==> src/rtl/regfile_2r1w.sv <==
// Two-read / one-write register file with per-register valid bits and a clear sweep.
// Read latency is 0 (combinational) or 1 cycle (READ_LAT); writes land on the rising edge.
// No backpressure: writes arriving while the clear sweep runs are dropped and flagged on wr_drop.
//
// Ports:
//   clk, rst_n             clock, asynchronous active-low reset
//   write/writenum/data_in write port (accepted only when not busy)
//   readnum_a/readnum_b    read addresses; data_out_x/valid_x are the matching outputs
//   clear                  pulse that starts zeroing all registers, one per cycle
//   busy                   high while the clear sweep is running
//   wr_drop                high in any cycle where a write is discarded because of busy
module regfile_2r1w #(
  parameter int WIDTH    = 16,
  parameter int AW       = 3,
  parameter int READ_LAT = 0,
  parameter int BYPASS   = 1
) (
  input  logic             clk,
  input  logic             rst_n,
  input  logic             write,
  input  logic [AW-1:0]    writenum,
  input  logic [WIDTH-1:0] data_in,
  input  logic [AW-1:0]    readnum_a,
  input  logic [AW-1:0]    readnum_b,
  input  logic             clear,
  output logic [WIDTH-1:0] data_out_a,
  output logic [WIDTH-1:0] data_out_b,
  output logic             valid_a,
  output logic             valid_b,
  output logic             busy,
  output logic             wr_drop
);

  localparam int NREGS = 2 ** AW;

  typedef enum logic {
    IDLE  = 1'b0,
    CLEAR = 1'b1
  } state_t;

  state_t           state_q, state_d;
  logic [AW-1:0]    idx_q, idx_d;
  logic [WIDTH-1:0] mem_q [NREGS];
  logic [WIDTH-1:0] mem_d [NREGS];
  logic [NREGS-1:0] vld_q, vld_d;

  logic             wr_en;
  logic [WIDTH-1:0] rd_a_dat, rd_b_dat;
  logic             rd_a_vld, rd_b_vld;

  assign busy    = (state_q == CLEAR);
  assign wr_en   = write & ~busy;
  assign wr_drop = write & busy;

  // Next-state: writes only in IDLE; a coincident clear still takes the
  // write this edge and starts sweeping on the following cycle.
  always_comb begin
    state_d = state_q;
    idx_d   = idx_q;
    mem_d   = mem_q;
    vld_d   = vld_q;
    case (state_q)
      IDLE: begin
        if (wr_en) begin
          mem_d[writenum] = data_in;
          vld_d[writenum] = 1'b1;
        end
        if (clear) begin
          state_d = CLEAR;
          idx_d   = '0;
        end
      end
      CLEAR: begin
        mem_d[idx_q] = '0;
        vld_d[idx_q] = 1'b0;
        // Index wraps back to 0 after the last register, leaving it ready.
        idx_d = idx_q + AW'(1);
        if (idx_q == AW'(NREGS - 1)) begin
          state_d = IDLE;
        end
      end
      default: begin
        state_d = IDLE;
      end
    endcase
  end

  always_ff @(posedge clk or negedge rst_n) begin
    if (!rst_n) begin
      state_q <= IDLE;
      idx_q   <= '0;
      vld_q   <= '0;
      for (int i = 0; i < NREGS; i++) begin
        mem_q[i] <= '0;
      end
    end else begin
      state_q <= state_d;
      idx_q   <= idx_d;
      vld_q   <= vld_d;
      for (int i = 0; i < NREGS; i++) begin
        mem_q[i] <= mem_d[i];
      end
    end
  end

  // Read path: stored contents, overridden by the in-flight write when
  // forwarding is enabled. wr_en is already false during the sweep, so
  // reads while busy always see the partially cleared array.
  always_comb begin
    rd_a_dat = mem_q[readnum_a];
    rd_a_vld = vld_q[readnum_a];
    rd_b_dat = mem_q[readnum_b];
    rd_b_vld = vld_q[readnum_b];
    if (BYPASS != 0 && wr_en && (writenum == readnum_a)) begin
      rd_a_dat = data_in;
      rd_a_vld = 1'b1;
    end
    if (BYPASS != 0 && wr_en && (writenum == readnum_b)) begin
      rd_b_dat = data_in;
      rd_b_vld = 1'b1;
    end
  end

  generate
    if (READ_LAT == 1) begin : g_rd_reg
      logic [WIDTH-1:0] out_a_q, out_a_d, out_b_q, out_b_d;
      logic             va_q, va_d, vb_q, vb_d;

      always_comb begin
        out_a_d = rd_a_dat;
        out_b_d = rd_b_dat;
        va_d    = rd_a_vld;
        vb_d    = rd_b_vld;
      end

      always_ff @(posedge clk or negedge rst_n) begin
        if (!rst_n) begin
          out_a_q <= '0;
          out_b_q <= '0;
          va_q    <= 1'b0;
          vb_q    <= 1'b0;
        end else begin
          out_a_q <= out_a_d;
          out_b_q <= out_b_d;
          va_q    <= va_d;
          vb_q    <= vb_d;
        end
      end

      assign data_out_a = out_a_q;
      assign data_out_b = out_b_q;
      assign valid_a    = va_q;
      assign valid_b    = vb_q;
    end else begin : g_rd_comb
      assign data_out_a = rd_a_dat;
      assign data_out_b = rd_b_dat;
      assign valid_a    = rd_a_vld;
      assign valid_b    = rd_b_vld;
    end
  endgenerate

endmodule

==> config.mk <==
export PLATFORM = sky130hd
export DESIGN_NAME = regfile_2r1w
export DESIGN_NICKNAME = d
export VERILOG_FILES = /design/src/rtl/regfile_2r1w.sv
export SDC_FILE = /design/constraint.sdc
export NUM_CORES = 1
export LEC_CHECK = 0
export CAP_MARGIN = 30
export CORE_MARGIN = 2
export CORE_UTILIZATION = 40
export CTS_BUF_LIST = sky130_fd_sc_hd__clkbuf_16
export DETAILED_ROUTE_END_ITERATION = 16
export SETUP_SLACK_MARGIN = 0.15
export SLEW_MARGIN = 15
export SYNTH_ARGS = -nofsm -noshare
export SYNTH_HDL_FRONTEND = slang
export SYNTH_SLANG_ARGS = --single-unit
==> constraint.sdc <==
create_clock -name clk -period 2.5 [get_ports clk]
set_input_delay 0.5 -clock clk [delete_from_list [all_inputs] [get_ports clk]]
set_output_delay 0.5 -clock clk [all_outputs]
set_load 0.02 [all_outputs]
### Word level (Yosys, flattened, before mapping)

Index checks and enable logic that the tools add are counted.

| cells by class | value |
|---|---|
| $add $sub $neg | 1 |
| mux-type cells | 32 |
| reduce and logical (&&, ||, !) cells | 6 |
| bitwise logic cells | 12 |
| $lt $le $gt $ge | 12 |
| equality and inequality tests | 5 |

Operators by type and width:

| operator | number |
|---|---|
| 128-bit case mux with 2 select lines | 1 |
| 128-bit AND | 1 |
| 128-bit bitwise mux | 1 |
| 128-bit 2-to-1 mux | 1 |
| 16-bit 2-to-1 mux | 8 |
| 128-bit inverter | 1 |
| 16-bit binary-select mux with 3-bit select | 2 |
| 16-bit demux with 3-bit select | 2 |
| 4-bit greater-or-equal comparator (second input constant) | 4 |
| 3-bit by 4-bit less-than comparator with 1-bit output (second input constant) | 4 |
| 3-bit inverter with 4-bit output | 4 |
| 8-bit case mux with 2 select lines | 1 |
| 8-bit AND | 1 |
| 4-bit by 1-bit less-than comparator with 1-bit output (second input constant) | 2 |
| 1-bit 2-to-1 mux | 8 |
| 8-bit 2-to-1 mux | 1 |
| 8-bit inverter | 1 |
| 8-bit OR | 1 |
| 1-bit binary-select mux with 3-bit select | 2 |
| 1-bit demux with 3-bit select | 2 |
| 3-bit == test | 2 |
| 3-bit by 1-bit greater-or-equal comparator with 1-bit output (second input constant) | 2 |
| 1-bit logical AND | 6 |
| 3-bit case mux with 2 select lines | 1 |
| other kinds (7) | 9 |

| word-level totals | value |
|---|---|
| logic and storage cells | 79 |
| bits of input ports | 29 |
| register bits after elaboration | 140 |

### Logic depth before layout (Yosys ltp)

Gate-level depths: netlist (run 1).

| depth | value |
|---|---|
| depth in word-level cells | 8 |
| depth in mapped cells | 7 |

### Worst setup path before layout (run 1)

Ideal clock, no wire load.

| path | value |
|---|---|
| path kind | input to output |
| start point | in readnum_b[1] |
| end point | out data_out_b[10] |
| arrival time | 1.804 ns |
| stages on the path | 6 |
| path buffers | 3 |
| path slack | 0.196 ns |
| cell sequence | buf_2 > xnor2_1 > nand4_1 > buf_2 > buf_2 > mux2i_1 |

| between the ends | value |
|---|---|
| word-level cells in the longest chain between the ends | 5 |

RTL lines:

| element | line | source |
|---|---|---|
| start: declaration | 24 | `input logic [AW-1:0] readnum_b,` |
| 3-bit inverter with 4-bit output (implied by the code) | 112 | `rd_b_dat = mem_q[readnum_b];` |
| 16-bit binary-select mux with 3-bit select | 112 |  |
| 16-bit 2-to-1 mux (implied by the code) (2 in a row) | 112 |  |
| 16-bit 2-to-1 mux * | 118 | `if (BYPASS != 0 && wr_en && (writenum == readnum_b)) begin` |
| end: declaration | 27 | `output logic [WIDTH-1:0] data_out_b,` |

Mark *: on every way between the ends. The rest lies on a longest branch, timed or not. The select of a mux whose other input is x is not followed.

### Final worst setup path (run 1)

| path | value |
|---|---|
| start point | in readnum_b[0] |
| end point | out data_out_b[4] |

Same word-level chain as after synthesis.

==> results of run 1 <==
[flip-flops by register name (all words and copies together) (netlist names)]
name and cells:
idx_q 3, busy 1, vld_q 8, mem_q 128
[timing repair]
action / 4_1_cts / 5_1_grt
gates cloned: 4 / 3
setup buffers: 8 / 9
gates resized for setup: 187 / 46
endpoints found under the setup margin: 34 / 29
hold buffers: 0 / 0
pin swaps: 2 / 3
[Yosys cell counts]
master     count
a21o_1         3
a21oi_1        1
and2_1         1
buf_1          1
buf_2         25
buf_4          8
buf_6          4
buf_8          1
clkbuf_1      17
clkbuf_2       1
clkinv_1      16
dfrtp_1      140
ha_1           2
mux2i_1      195
mux4_2        68
nand2_1      144
nand2b_1       5
nand3_1        1
nand3b_1       1
nand4_1        3
nand4b_1       3
nand4bb_1      3
nor2_1         2
nor2_4         2
nor2b_1        1
nor3_1         1
nor3b_1        1
o21ai_0        2
or3_1          2
or4_4          1
or4b_1         1
xnor2_1        6
[power groups by stage]
| stage | combinational, mW | sequential [mW] | clock [mW] |
|---|---|---|---|
| floorplan | 2.50 | 3.53 | 0 |
| global placement | 3.82 | 3.67 | 0 |
| detailed placement | 3.91 | 3.76 | 0 |
| CTS | 3.92 | 3.74 | 2.50 |
| global route | 4.36 | 3.87 | 2.61 |
| finish | 4.08 | 3.75 | 2.48 |
[layout make-up]
class                      instances  area [um^2]
fill                            1653         9385
multi-input combinational        449         4561
sequential                       140         3503
timing repair buffer             166         1821
clock buffer                      17        425.4
tap                              270        337.8
clock inverter                    15        141.4
inverter                          16        60.06
[metal layers]
layer / global-route usage / up-vias / routed length (um)
li1: - / 2645 / -
met1: 0.3182 / 3280 / 10910
met2: 0.4210 / 200 / 13420
met3: 0.04259 / 48 / 1057
met4: 0.08990 / 0 / 743
met5: 0 / - / 0
[worst max path at each step]
| stage | from | to | slack [ns] | cells past startpoint |
|---|---|---|---|---|
| 2_1_floorplan | readnum_b[1] | data_out_b[10] | 0.20 | 6 |
| 4_1_cts | readnum_b[0] | data_out_b[4] | 0.07 | 7 |
| 3_3_place_gp | readnum_b[2] | data_out_b[4] | -0.61 | 6 |
| 5_1_grt | readnum_b[0] | data_out_b[4] | 0.07 | 7 |
| 6_report | readnum_b[0] | data_out_b[4] | 0.12 | 7 |
| 3_5_place_dp | writenum[0] | data_out_b[4] | -0.63 | 6 |
[metrics by stage]
stage               setup slack (ns)  setup TNS (ns)  std cells
floorplan                     0.1965               0        662
global placement             -0.6136          -14.18       1017
detailed placement           -0.6325          -15.06       1017
CTS                          0.07116               0       1061
global route                 0.07238               0       1073
finish                        0.1197               0       1073
[worst max-delay path, stage by stage]
cell and delay [ns]:
buf_12 0.11, buf_12 0.14, buf_6 0.11, mux4_2 0.51, mux2i_2 0.20, mux2i_2 0.13
buf_4 0.17
[kinds of logic after synthesis]
logic type                 Yosys count
AOI/OAI and AO/OA                    6
xor gates and xnor gates             6
adders and majority gates            2
buffers and inverters               73
DFF                                140
muxes                              263
and+or+nand+nor                    172
==> metrics.txt, run 1 <==
RSZ-0062 raised after global routing true; crit end category output pin; Ant. Diodes 0; routed via count 6173; Clk network pwr share 0.240; Synth Area in Simple Gates 0.09135; Min Clock Period, post-route ~2.4 ns; Reg2Reg Setup Slack 0.78 ns; hold_ws between 0.03 and 0.04 ns; Post-DP Area ~9700 um^2; I/O Buffers between 60 and 70; unique cell type count in the Yosys netlist 32; routed vias/inst approximately 5.8; Die X between 100 and 150 um; switching share of power 0.3597; reported net switching power between 3 and 4 mW; syn nets a little under 700; global-route wire length before repair around 40 mm; pwr dens roughly 950 nW/um^2; Initial Util 0.4068; initial antenna violation count 0; commonest cells after routing, fill and taps aside mux2i_1 (172), nand2_1 (144), dfrtp_1 (140); Die Span Y ~150 um; Arr. time, crit path approximately 1.9 ns; largest area contributor in the netlist dfrtp_1; Critical Path Start Type input pin; clk sinks 140; share of cells above drive strength 1 0.3288; crit path kind input pin to output pin; final worst-path cycle share 0.9521; final slew viol count 0; post-synthesis compound-gate area fraction 0.004560; fin area ~11000 um^2; Setup violations, final 0; largest family of logic cells by synthesized area multiplexers; synthesized cell area about 8200 um^2; initial drt markers about 550; worst path required time 2.00 ns; routability-driven placement congestion ratio 0.7753; Reg2Reg Capture Point mem_q[57]$_DFFE_PN0P_; Clock Path Buffers 2; CTS tree yes; share of the synthesized area in the top cell type 0.4256; commonest non-fill, non-tap cell in the layout mux2i_1; number of global-route vias before repair 6565; #FFs+latches synth 140; routed wire length around 26 mm; post-synthesis cell count between 600 and 700; H-tree depth 4; Tot GR Track Use 0.2466; max cap viols 0; worst-margin pin slew between 0.5 and 0.6 ns; crit path max fanout 6; status complete, no violations; I/O Pins between 60 and 70; multiplexer area fraction after synthesis 0.4232; combinational share of power 0.396; fin nets approximately 820; worst-case reg-to-reg path depth 3; worst vdd ir 0.4903 mV; clk_lat worst skew about 0.42 ns; DR DRC count 0; post-synthesis sequential area ratio 0.4256; fmax roughly 0.42 GHz; Hold Vio Cnt, Final 0; Leak around 5.4 nW; CORE AREA 20230 um^2; TritonCTS Buffers 17; std cell rows 52; WL/cell roughly 24 um; synth top area cells dfrtp_1 (43%), mux2i_1 (24%), mux4_2 (19%); Clk pin slew, worst setup/hold paths 0.06 ns; Avg Cell Area, Syn roughly 12 um^2; r2r startpoint busy$_DFF_PN0_; Worst slew margin 0.6250; HPWL after DPL 16.22 mm; Initial DRT Pass Iterations 6; Internal roughly 6.6 mW; ANT nets after route 0; Pwr Total between 10 and 15 mW; gr ovfl total 0; Die ar. 21740 um^2; largest net degree at the start of global routing 53; Hold Path Class input pin to asynchronous set/reset pin; Root Buffer clkbuf_16; Area Growth Syn to Fin 31.80%; final core utilization 0.5362; Synth Area in XOR/XNOR 0.006384; post-synthesis adder-cell area fraction 0.003040; Reg power frac 0.364; synthesis warning total 0; Setup Skew 0.006611 ns
(Power assumes the default switching activity.)
==> run 2, diff against run 1 <==
- CTS_CLUSTER_SIZE: default -> 20
- GPL_ROUTABILITY_DRIVEN: default -> 0
==> results of run 2 <==
Final layout, timing and power as in run 1 (identical DEF).
